$ cat config.mk
export PLATFORM = sky130hd
export DESIGN_NAME = pipeline_ctrl
export DESIGN_NICKNAME = d
export VERILOG_FILES = /design/src/rtl/pipeline_ctrl_pkg.sv /design/src/rtl/pipeline_ctrl_sat_counter.sv /design/src/rtl/pipeline_ctrl.sv
export SDC_FILE = /design/constraint.sdc
export NUM_CORES = 1
export LEC_CHECK = 0
export CAP_MARGIN = 20
export CORE_ASPECT_RATIO = 0.8
export CORE_MARGIN = 2
export CORE_UTILIZATION = 45
export DETAILED_ROUTE_END_ITERATION = 10
export MAX_ROUTING_LAYER = met4
export PLACE_DENSITY = 0.84
export SETUP_SLACK_MARGIN = 0.2
export SLEW_MARGIN = 5
export SYNTH_ARGS = -nofsm -noshare
export SYNTH_HDL_FRONTEND = slang
export SYNTH_SLANG_ARGS = --single-unit
$ cat constraint.sdc
create_clock -name clk -period 4.73 [get_ports clk]
set_input_delay 0.7095 -clock clk [delete_from_list [all_inputs] [get_ports clk]]
set_output_delay 0.7095 -clock clk [all_outputs]
set_load 0.05 [all_outputs]
$ cat src/rtl/pipeline_ctrl_pkg.sv
// -----------------------------------------------------------------------------
// rv32i_types
//   Shared types for the pipeline hazard controller.
//   - REG_IDX_W    : width of an architectural register index
//   - pipe_state_t : encoded miss state. The encoding is {d_pend, i_pend}, so
//                    the next state is simply the two pending flags
//                    concatenated.
// -----------------------------------------------------------------------------
package rv32i_types;

    localparam int REG_IDX_W = 5;

    typedef enum logic [1:0] {
        RUN    = 2'd0,
        IMISS  = 2'd1,
        DMISS  = 2'd2,
        IDMISS = 2'd3
    } pipe_state_t;

endpackage : rv32i_types

$ cat src/rtl/pipeline_ctrl_sat_counter.sv
// -----------------------------------------------------------------------------
// sat_counter
//   Saturating up-counter used for the performance counters. It holds at the
//   all-ones value instead of wrapping around.
//   Ports:
//     clk   in  : clock, counts on the rising edge
//     rst   in  : asynchronous active-high clear
//     inc   in  : count this cycle
//     count out : current value (W bits)
// -----------------------------------------------------------------------------
module sat_counter #(
    parameter int W = 16
) (
    input  logic         clk,
    input  logic         rst,
    input  logic         inc,
    output logic [W-1:0] count
);

    // NOTE: sequential state is updated with non-blocking assignments only, so
    // every flop samples the values from before the clock edge.
    always_ff @(posedge clk or posedge rst) begin
        if (rst) begin
            count <= '0;
        end else if (inc && (count != {W{1'b1}})) begin
            count <= count + 1'b1;
        end
    end

endmodule : sat_counter

$ cat src/rtl/pipeline_ctrl.sv
// -----------------------------------------------------------------------------
// pipeline_ctrl
//   Hazard and stall controller for a 5-stage in-order pipeline. It combines
//   outstanding memory misses, EX-stage redirects and load-use hazards into
//   per-register stall/flush controls, and keeps stall-cause counters.
//   The priority is memory freeze > redirect > load-use.
//   Ports:
//     clk, rst                      : clock, async active-high reset
//     imem_read, imem_resp          : fetch request / fetch data returned
//     dmem_read, dmem_write         : MEM-stage load / store in progress
//     dmem_resp                     : data access completes this cycle
//     id_rs1, id_rs2                : ID-stage source register indices
//     id_use_rs1, id_use_rs2        : ID instruction reads that source
//     ex_rd, ex_is_load             : EX destination index / EX is a load
//     ex_br_taken                   : EX control transfer redirects the PC
//     *_stall                       : hold the named pipeline register
//     if_id_flush, id_ex_flush      : load a bubble into the named register
//     perf_imiss/dmiss/lu/redir     : saturating cause counters (CNT_W bits)
//     miss_state                    : registered {d_pend, i_pend}
// -----------------------------------------------------------------------------
module pipeline_ctrl
    import rv32i_types::*;
#(
    parameter int CNT_W = 16
) (
    input  logic                 clk,
    input  logic                 rst,
    input  logic                 imem_read,
    input  logic                 imem_resp,
    input  logic                 dmem_read,
    input  logic                 dmem_write,
    input  logic                 dmem_resp,
    input  logic [REG_IDX_W-1:0] id_rs1,
    input  logic [REG_IDX_W-1:0] id_rs2,
    input  logic                 id_use_rs1,
    input  logic                 id_use_rs2,
    input  logic [REG_IDX_W-1:0] ex_rd,
    input  logic                 ex_is_load,
    input  logic                 ex_br_taken,
    output logic                 pc_stall,
    output logic                 if_id_stall,
    output logic                 id_ex_stall,
    output logic                 ex_mem_stall,
    output logic                 mem_wb_stall,
    output logic                 if_id_flush,
    output logic                 id_ex_flush,
    output logic [CNT_W-1:0]     perf_imiss,
    output logic [CNT_W-1:0]     perf_dmiss,
    output logic [CNT_W-1:0]     perf_lu,
    output logic [CNT_W-1:0]     perf_redir,
    output logic [1:0]           miss_state
);

    logic        w_i_pend;
    logic        w_d_pend;
    logic        w_freeze;
    logic        w_load_use;
    logic        w_redir;
    logic        w_bubble;
    pipe_state_t r_state;

    // A response in the same cycle as its request is not a miss.
    assign w_i_pend = imem_read & ~imem_resp;
    assign w_d_pend = (dmem_read | dmem_write) & ~dmem_resp;
    assign w_freeze = w_i_pend | w_d_pend;

    // x0 is hard-wired to zero, so a load targeting it never creates a hazard.
    assign w_load_use = ex_is_load && (ex_rd != '0) &&
                        ((id_use_rs1 && (id_rs1 == ex_rd)) ||
                         (id_use_rs2 && (id_rs2 == ex_rd)));

    // Only unfrozen events take effect; a redirect squashes the dependent
    // instruction anyway, so load-use under a redirect inserts no bubble.
    assign w_redir  = ~w_freeze & ex_br_taken;
    assign w_bubble = ~w_freeze & ~ex_br_taken & w_load_use;

    // NOTE: every output of this always_comb gets a default first, so no
    // path through the if/else chain can infer a latch.
    always_comb begin
        pc_stall     = 1'b0;
        if_id_stall  = 1'b0;
        id_ex_stall  = 1'b0;
        ex_mem_stall = 1'b0;
        mem_wb_stall = 1'b0;
        if_id_flush  = 1'b0;
        id_ex_flush  = 1'b0;
        if (w_freeze) begin
            pc_stall     = 1'b1;
            if_id_stall  = 1'b1;
            id_ex_stall  = 1'b1;
            ex_mem_stall = 1'b1;
            mem_wb_stall = 1'b1;
        end else if (ex_br_taken) begin
            if_id_flush  = 1'b1;
            id_ex_flush  = 1'b1;
        end else if (w_load_use) begin
            // Hold PC and IF/ID, push a bubble into EX.
            pc_stall     = 1'b1;
            if_id_stall  = 1'b1;
            id_ex_flush  = 1'b1;
        end
    end

    // The state encoding equals {d_pend, i_pend}, so it is a direct cast.
    always_ff @(posedge clk or posedge rst) begin
        if (rst) begin
            r_state <= RUN;
        end else begin
            r_state <= pipe_state_t'({w_d_pend, w_i_pend});
        end
    end

    assign miss_state = r_state;

    sat_counter #(.W(CNT_W)) u_cnt_imiss (
        .clk   (clk),
        .rst   (rst),
        .inc   (w_i_pend),
        .count (perf_imiss)
    );

    sat_counter #(.W(CNT_W)) u_cnt_dmiss (
        .clk   (clk),
        .rst   (rst),
        .inc   (w_d_pend),
        .count (perf_dmiss)
    );

    sat_counter #(.W(CNT_W)) u_cnt_lu (
        .clk   (clk),
        .rst   (rst),
        .inc   (w_bubble),
        .count (perf_lu)
    );

    sat_counter #(.W(CNT_W)) u_cnt_redir (
        .clk   (clk),
        .rst   (rst),
        .inc   (w_redir),
        .count (perf_redir)
    );

endmodule : pipeline_ctrl

* Yosys cells after proc, flatten, opt, wreduce, memory -nomap -nowiden
Cells that the tools add are included.
Widths: inputs -> output; s select.
** Storage, ports and cells
- Register bits :: 66
- Bits of input ports :: 26
- Logic and storage cells :: 44
** Cells by class
- Add/sub/neg operators :: 4
- Eq/ne operators :: 6
- Mux-type cells :: 8
- Bitwise logic cells :: 11
- Reduce and logical (&&, ||, !) cells :: 10
** Operator list (number)
- $add 16x1->16 const B :: 4
- $ne 16x16->1 const B :: 4
- $eq 5x5->1 :: 2
- $logic_and 1x1->1 :: 8
- $mux 1 :: 8
- $and 1x1->1 :: 5
- $reduce_bool 5->1 :: 1
- $not 1->1 :: 4
- $or 1x1->1 :: 2
- $logic_or 1x1->1 :: 1

* Logic depth before layout (Yosys ltp)
Gate-level depths: netlist (run 1).
- Word-level depth :: 7
- Depth in mapped cells :: 6
- Depth with buffers taken out :: 6

* Hierarchy
Synthesis (run 1) repeated with hierarchy kept, for this count alone.
** Second synthesis, totals
- Cells, all modules :: 316
- Area, all modules :: 3488.3 um^2
** Modules (own cells, without submodules)
- sat_counter :: times used 4, cells an instance 71, area each 805.8 um^2
- pipeline_ctrl :: times used 1, cells an instance 32, area each 265.3 um^2

* Worst setup path after synthesis (run 1)
No wires, ideal clock.
- Path kind :: input port to output port
- Start point :: input port ex_rd[2]
- End point :: output port pc_stall
- Data arrival time :: 2.471 ns
- Required time :: 4.021 ns
- Setup slack :: 1.550 ns
- Stages :: 6
- Buffers on the path :: 1
- Path through :: xnor2_1 nand4_1 o22ai_2 nand2b_1 o21bai_1 buf_4
** On the way
- Word-level cells in the longest chain between the ends :: 7
- Elaborated cells on any way between the ends :: 11
** Ends and longest elaborated chain
- start, declared :: RTL line pipeline_ctrl.sv:37 : input logic [REG_IDX_W-1:0] ex_rd,
- $eq 5x5->1, on equally long branches :: RTL line pipeline_ctrl.sv:69, pipeline_ctrl.sv:70
- $logic_and 1x1->1, on equally long branches :: RTL line pipeline_ctrl.sv:69, pipeline_ctrl.sv:70
- $logic_or 1x1->1 :: RTL line pipeline_ctrl.sv:69 : ((id_use_rs1 && (id_rs1 == ex_rd)) ||
- $logic_and 1x1->1 (*) :: RTL line pipeline_ctrl.sv:68 : assign w_load_use = ex_is_load && (ex_rd != '0) &&
- $mux 1 (*) (3 in a row)
- end, declared :: RTL line pipeline_ctrl.sv:40 : output logic pc_stall,
Mark *: on every way between the ends. The rest lies on a longest branch, timed or not.

* Worst setup path after layout (run 1)
- Start point :: input port ex_rd[0]
- End point :: output port pc_stall
** On the way
- Word-level cells in the longest chain between the ends :: 7
- Elaborated cells on any way between the ends :: 11
** Ends and longest elaborated chain
- $eq 5x5->1, on equally long branches :: RTL line pipeline_ctrl.sv:69, pipeline_ctrl.sv:70
- $logic_and 1x1->1, on equally long branches :: RTL line pipeline_ctrl.sv:69, pipeline_ctrl.sv:70
- $logic_or 1x1->1 :: RTL line pipeline_ctrl.sv:69
- $logic_and 1x1->1 (*) :: RTL line pipeline_ctrl.sv:68
- $mux 1 (*) :: RTL line pipeline_ctrl.sv:96 : end else if (w_load_use) begin
- $mux 1 (*) :: RTL line pipeline_ctrl.sv:93 : end else if (ex_br_taken) begin
- $mux 1 (*) :: RTL line pipeline_ctrl.sv:87 : if (w_freeze) begin
Marked as above.

==> results of run 1 <==
worst max-delay path: cells and delay by family:
kind | cells | cell delay [ns]
AND/OR/NAND/NOR | 2 | 0.22
AO/OA/AOI/OAI | 2 | 0.35
buffers and inverters | 3 | 1.64
XOR/XNOR | 1 | 0.15
layout make-up:
cell class | instances | area [um^2]
multi-input combinational | 223 | 1620
fill | 611 | 2680
clock inverter | 3 | 40.0
inverter | 10 | 37.5
clock buffer | 11 | 151
timing repair buffer | 100 | 996
tap | 90 | 113
sequential | 66 | 1650
power breakdown:
part | switching [mW] | total [mW] | internal (mW)
logic | 0.462 | 0.715 | 0.254
clock network | 0.194 | 0.458 | 0.265
registers | 0.116 | 0.767 | 0.651
total | 0.772 | 1.94 | 1.17
flip-flops by register name (all words and copies together) (netlist names):
register	cells
u_cnt_dmiss.count	16
u_cnt_imiss.count	16
miss_state	2
u_cnt_redir.count	16
u_cnt_lu.count	16
synthesized netlist by cell type (2+ instances only):
cell,instances
inv_1,7
nand3_1,21
xor2_1,13
xnor2_1,55
dfrtp_1,66
and2_1,7
nor2_1,12
ha_1,4
nand2b_1,2
nand4_1,29
nand2_1,23
clkbuf_1,2
and3_1,13
buf_4,3
nor3b_1,2
mux2_1,3
nor3_1,5
inv_2,2
nor3_2,3
a21oi_2,2
and4_1,3
or4_4,2
a21oi_1,4
final timing paths:
| path | start | to | slack [ns] | cells past startpoint |
|---|---|---|---|---|
| max in group asynchronous | rst | miss_state[1] | 3.07 | 3 |
| min | u_cnt_imiss.count[6] | u_cnt_imiss.count[6] | 0.49 | 1 |
| min in group asynchronous | rst | u_cnt_imiss.count[6] | 0.76 | 2 |
| min reg2reg | u_cnt_imiss.count[6] | u_cnt_imiss.count[6] | 0.49 | 1 |
| max reg2reg | u_cnt_lu.count[0] | u_cnt_lu.count[1] | 2.78 | 6 |
| max | ex_rd[0] | pc_stall | 0.94 | 8 |
cells by family (layout without fill, tap and decap cells):
group                    after synthesis  after routing  share of synthesized area
AO/OA/AOI/OAI                         15             15                     0.0457
XOR/XNOR                              68             68                      0.178
adder cells (fa/ha/maj)                4              4                     0.0150
buffers and inverters                 16            124                     0.0217
flip-flops                            66             66                      0.494
multiplexers                           4              4                     0.0135
AND/OR/NAND/NOR                      132            132                      0.232
layer usage:
layer	routed length (um)	part of all wire	up-vias
met1	3560	0.47	1311
met4	71	0.0094	0
met3	328	0.044	8
li1	-	-	1278
met5	0	0	-
met2	3570	0.47	71
cells in the final DEF, fill, tap and decap left out, types with 2 or more instances in the layout:
| cell type | n |
|---|---|
| a21oi_1 | 4 |
| a21oi_2 | 2 |
| and2_1 | 7 |
| and3_1 | 13 |
| and4_1 | 3 |
| buf_4 | 2 |
| clkbuf_8 | 11 |
| clkdlybuf4s50_1 | 98 |
| clkinv_2 | 2 |
| dfrtp_1 | 66 |
| ha_1 | 4 |
| inv_1 | 6 |
| inv_2 | 3 |
| mux2_1 | 3 |
| nand2_1 | 23 |
| nand2b_1 | 2 |
| nand3_1 | 21 |
| nand4_1 | 29 |
| nor2_1 | 12 |
| nor3_1 | 5 |
| nor3_2 | 3 |
| nor3b_1 | 2 |
| or4_4 | 2 |
| xnor2_1 | 55 |
| xor2_1 | 13 |
==> results.cfg, run 1 <==
[run_status]
outcome = complete, no violations

[detailed_routing]
num_vias = 2668
dr.pass1.iters = 4
drc = 0
final_antenna_net_count = 0
wl_per_cell_um = 15.0
vias_per_cell = 5.30
drt_iter0_drc = 88
wirelength_um = 7530

[grt]
grt_pass1_vias = 2631
grt_start_max_net_pins = 39
grtUsageMet2 = 0.313
track_usage = 0.200
grt_pass1_wl_um = 12400
grt-busiest-layer = met2
grt_use_met3 = 0.0551
antenna_found_initial = 0
grt.overflow.total = 0
grt_util_met1 = 0.262

[synth]
ys_ff_latch = 66
synthesis.nets = 335
yosys.cell_types.count = 45
seq_area_frac_synth = 0.494
synthesis.area_um2 = 3340
syn-mean-instance-area_um2 = 11.0
yosys.area.top_type = dfrtp_1
synth-edff-count = 0
yosys.area.top_type_share = 0.494
ys_warn_count = 0
synthTopCellsByArea = dfrtp_1, xnor2_1, nand4_1, xor2_1, nand3_1
synthCells = 305
async_reset_ff_frac = 1.00
synth_flop_cell = dfrtp_1

[sta]
worst_slew_pin_slew_ns = 0.590
finalMaxSlewViolations = 0
fin_crit_ns = 3.79
fin_skew_ns = 0.00822
period_share = 0.802
finalHoldViolCount = 0
rsz0062_at_grt = no
setup_viol = 0
whs_ns = 0.493
fmax_mhz = 264
fin_ws_ns = 0.937
finalSetupTns_ns = 0
relSlewSlack = 0.606

[setup_path]
crit_arrival_ns = 3.08
slowest_stage = clkdlybuf4s50_1
start_kind = primary input
cp.required_ns = 4.02
critPathMostFrequentCell = clkdlybuf4s50_1
path_cells = clkdlybuf4s50_1, xnor2_1, nand4_1, o22ai_2, buf_4, nand2b_1, o21bai_1, clkdlybuf4s50_1
crit_type = primary input to output port
cpPeakStageDelay_ns = 0.83
crit_path_max_fanout = 17
crit_path_end_kind = output port

[finish]
drive_above_1_share = 0.0920
fin_cells = 503
nNetsFinal = 440
syn_to_final_growth_pct = 37.8
post-route-util = 0.632
design_area_um2 = 4610
diodes = 0

[placed_design]
dp_worst_setup_slack_ns = 0.959
place_congestion = 0.843
io_buffers = 98
placed_cell_area_um2 = 4420
placed_cells_incl_taps = 489
dp_hpwl_um = 5750

[floorplanning]
io_pins = 99
num_rows = 28
start_util = 0.459
die_x_um = 100
dieArea_um2 = 8140
core_region_area_um2 = 7290
die_h_um = 81.1

[cts]
hold_buffers = 0
cts.reportedPaths.clkPinSlew_ns = 0.07
numCtsBuffers = 9
cts_max_level = 3
cts_tree = built
clockRootBuffer = clkbuf_8
cts-resized-gates = 0
numClockSinks = 66
worstSkewPairLatency_ns = 0.33
post_cts_buffers = 0
cts_max_path_buffers = 2

[hold_path]
hp-class = register to register

[power]
ir_worst_vdd_mv = 0.468
p_leak_nw = 1.89
power.total_mw = 1.94
power.density_nw_per_um2 = 421

[flow_run]
cap_violations = 0
Note: power is estimated with default switching activity, not from simulation.
==> inputs of run 2 (changes only) <==
--- a/config.mk
+++ b/config.mk
@@ -8,7 +8,7 @@
 export CAP_MARGIN = 20
 export CORE_ASPECT_RATIO = 0.8
 export CORE_MARGIN = 2
-export CORE_UTILIZATION = 45
+export CORE_UTILIZATION = 43
 export DETAILED_ROUTE_END_ITERATION = 10
 export MAX_ROUTING_LAYER = met4
 export PLACE_DENSITY = 0.84
==> constraint.sdc (replaced) <==
create_clock -name clk -period 3.2 [get_ports clk]
set_input_delay 0.48 -clock clk [delete_from_list [all_inputs] [get_ports clk]]
set_output_delay 0.48 -clock clk [all_outputs]
set_load 0.05 [all_outputs]
==> run 2 against run 1 <==
Against the previous run:
- first-iteration DRC count up 32%
- register-to-register slack worse by 1.6 ns
- hold slack improved by 0.0052 ns
- core utilization barely moved
- critical path type unchanged
==> results.cfg, run 2 (synthesis results as in run 1) <==
[run_status]
outcome = complete, no violations

[cts]
cts.reportedPaths.clkPinSlew_ns = 0.07
clockRootBuffer = clkbuf_8
numCtsBuffers = 9
hold_buffers = 0
numClockSinks = 66
cts_max_level = 3
worstSkewPairLatency_ns = 0.34
post_cts_buffers = 0
cts_max_path_buffers = 2
cts-resized-gates = 0
cts_tree = built

[floorplanning]
dieArea_um2 = 8500
die_h_um = 82.9
num_rows = 28
start_util = 0.448
die_x_um = 103
io_pins = 99
core_region_area_um2 = 7460

[sta]
fin_ws_ns = 0.438
rsz0062_at_grt = no
fmax_mhz = 362
finalHoldViolCount = 0
period_share = 0.863
setup_viol = 0
finalSetupTns_ns = 0
fin_crit_ns = 2.76
whs_ns = 0.498
worst_slew_pin_slew_ns = 0.838
fin_skew_ns = 0.00744
finalMaxSlewViolations = 0
relSlewSlack = 0.441

[placed_design]
io_buffers = 98
placed_cells_incl_taps = 504
dp_hpwl_um = 6110
place_congestion = 0.811
dp_worst_setup_slack_ns = 0.441
placed_cell_area_um2 = 4470

[setup_path]
crit_path_max_fanout = 5
crit_path_end_kind = output port
cpPeakStageDelay_ns = 0.81
start_kind = primary input
crit_arrival_ns = 2.28
cp.required_ns = 2.72
crit_type = primary input to output port
path_cells = clkdlybuf4s50_1, nand2b_1, nand3_1, inv_1, clkdlybuf4s50_1
slowest_stage = clkdlybuf4s50_1
critPathMostFrequentCell = clkdlybuf4s50_1

[finish]
regArea_um2 = 1650
syn_to_final_growth_pct = 41.1
post-route-util = 0.632
design_area_um2 = 4720
fin_cells = 520
drive_above_1_share = 0.104
multi_input_area_um2 = 1620
diodes = 0
nNetsFinal = 440
final_cell_mix = clkdlybuf4s50_1, dfrtp_1, xnor2_1
final_common_cell = clkdlybuf4s50_1
fillers = 614

[detailed_routing]
drc = 0
drt_iter0_drc = 116
wl_per_cell_um = 15.5
num_vias = 2722
vias_per_cell = 5.23
dr.pass1.iters = 4
wirelength_um = 8050
final_antenna_net_count = 0

[grt]
grt.overflow.total = 0
grt_pass1_wl_um = 13500
grt_pass1_vias = 2755
grt_start_max_net_pins = 67
antenna_found_initial = 0
track_usage = 0.207

[power]
p_leak_nw = 1.93
power.total_mw = 3.07
power.density_nw_per_um2 = 651
ir_worst_vdd_mv = 0.494

[hold_path]
hp-class = register to register

[flow_run]
cap_violations = 0
-- run 2: critical path, delay by kind of cell --
family	cells	cell delay (ns)
simple gates	2	0.46
buf+inv	3	1.34
-- run 2: power breakdown --
part | total (mW) | switching, mW | internal, mW
clock network | 0.871 | 0.331 | 0.540
registers | 1.13 | 0.173 | 0.961
logic | 1.07 | 0.687 | 0.380
total | 3.07 | 1.19 | 1.88
-- run 2: final timing paths --
path,start,cells after the start,slack [ns],to
setup reg to reg,u_cnt_lu.count[0],6,1.22,u_cnt_lu.count[1]
min in group asynchronous,rst,3,0.70,u_cnt_imiss.count[2]
hold / removal,u_cnt_imiss.count[6],1,0.50,u_cnt_imiss.count[6]
hold reg to reg,u_cnt_imiss.count[6],1,0.50,u_cnt_imiss.count[6]
max in group asynchronous,rst,3,1.95,u_cnt_dmiss.count[2]
setup / recovery,imem_resp,5,0.44,if_id_flush
-- run 2: layout make-up --
class,count,area share
clock buffers,10,0.0292
flip-flops and latches,66,0.350
repair buffers,100,0.218
multi-input cells,223,0.343
inverters,10,0.00796
clock inverters,6,0.0241
well taps,105,0.0279
-- run 2: metal layers --
metal	routed length [um]	vias to the layer above	share of wire	global-route usage
li1	-	1281	-	-
met1	3670	1348	0.46	0.272
met2	3820	68	0.48	0.314
met3	331	25	0.041	0.0446
met4	220	0	0.027	0.0739
met5	0	-	0	-
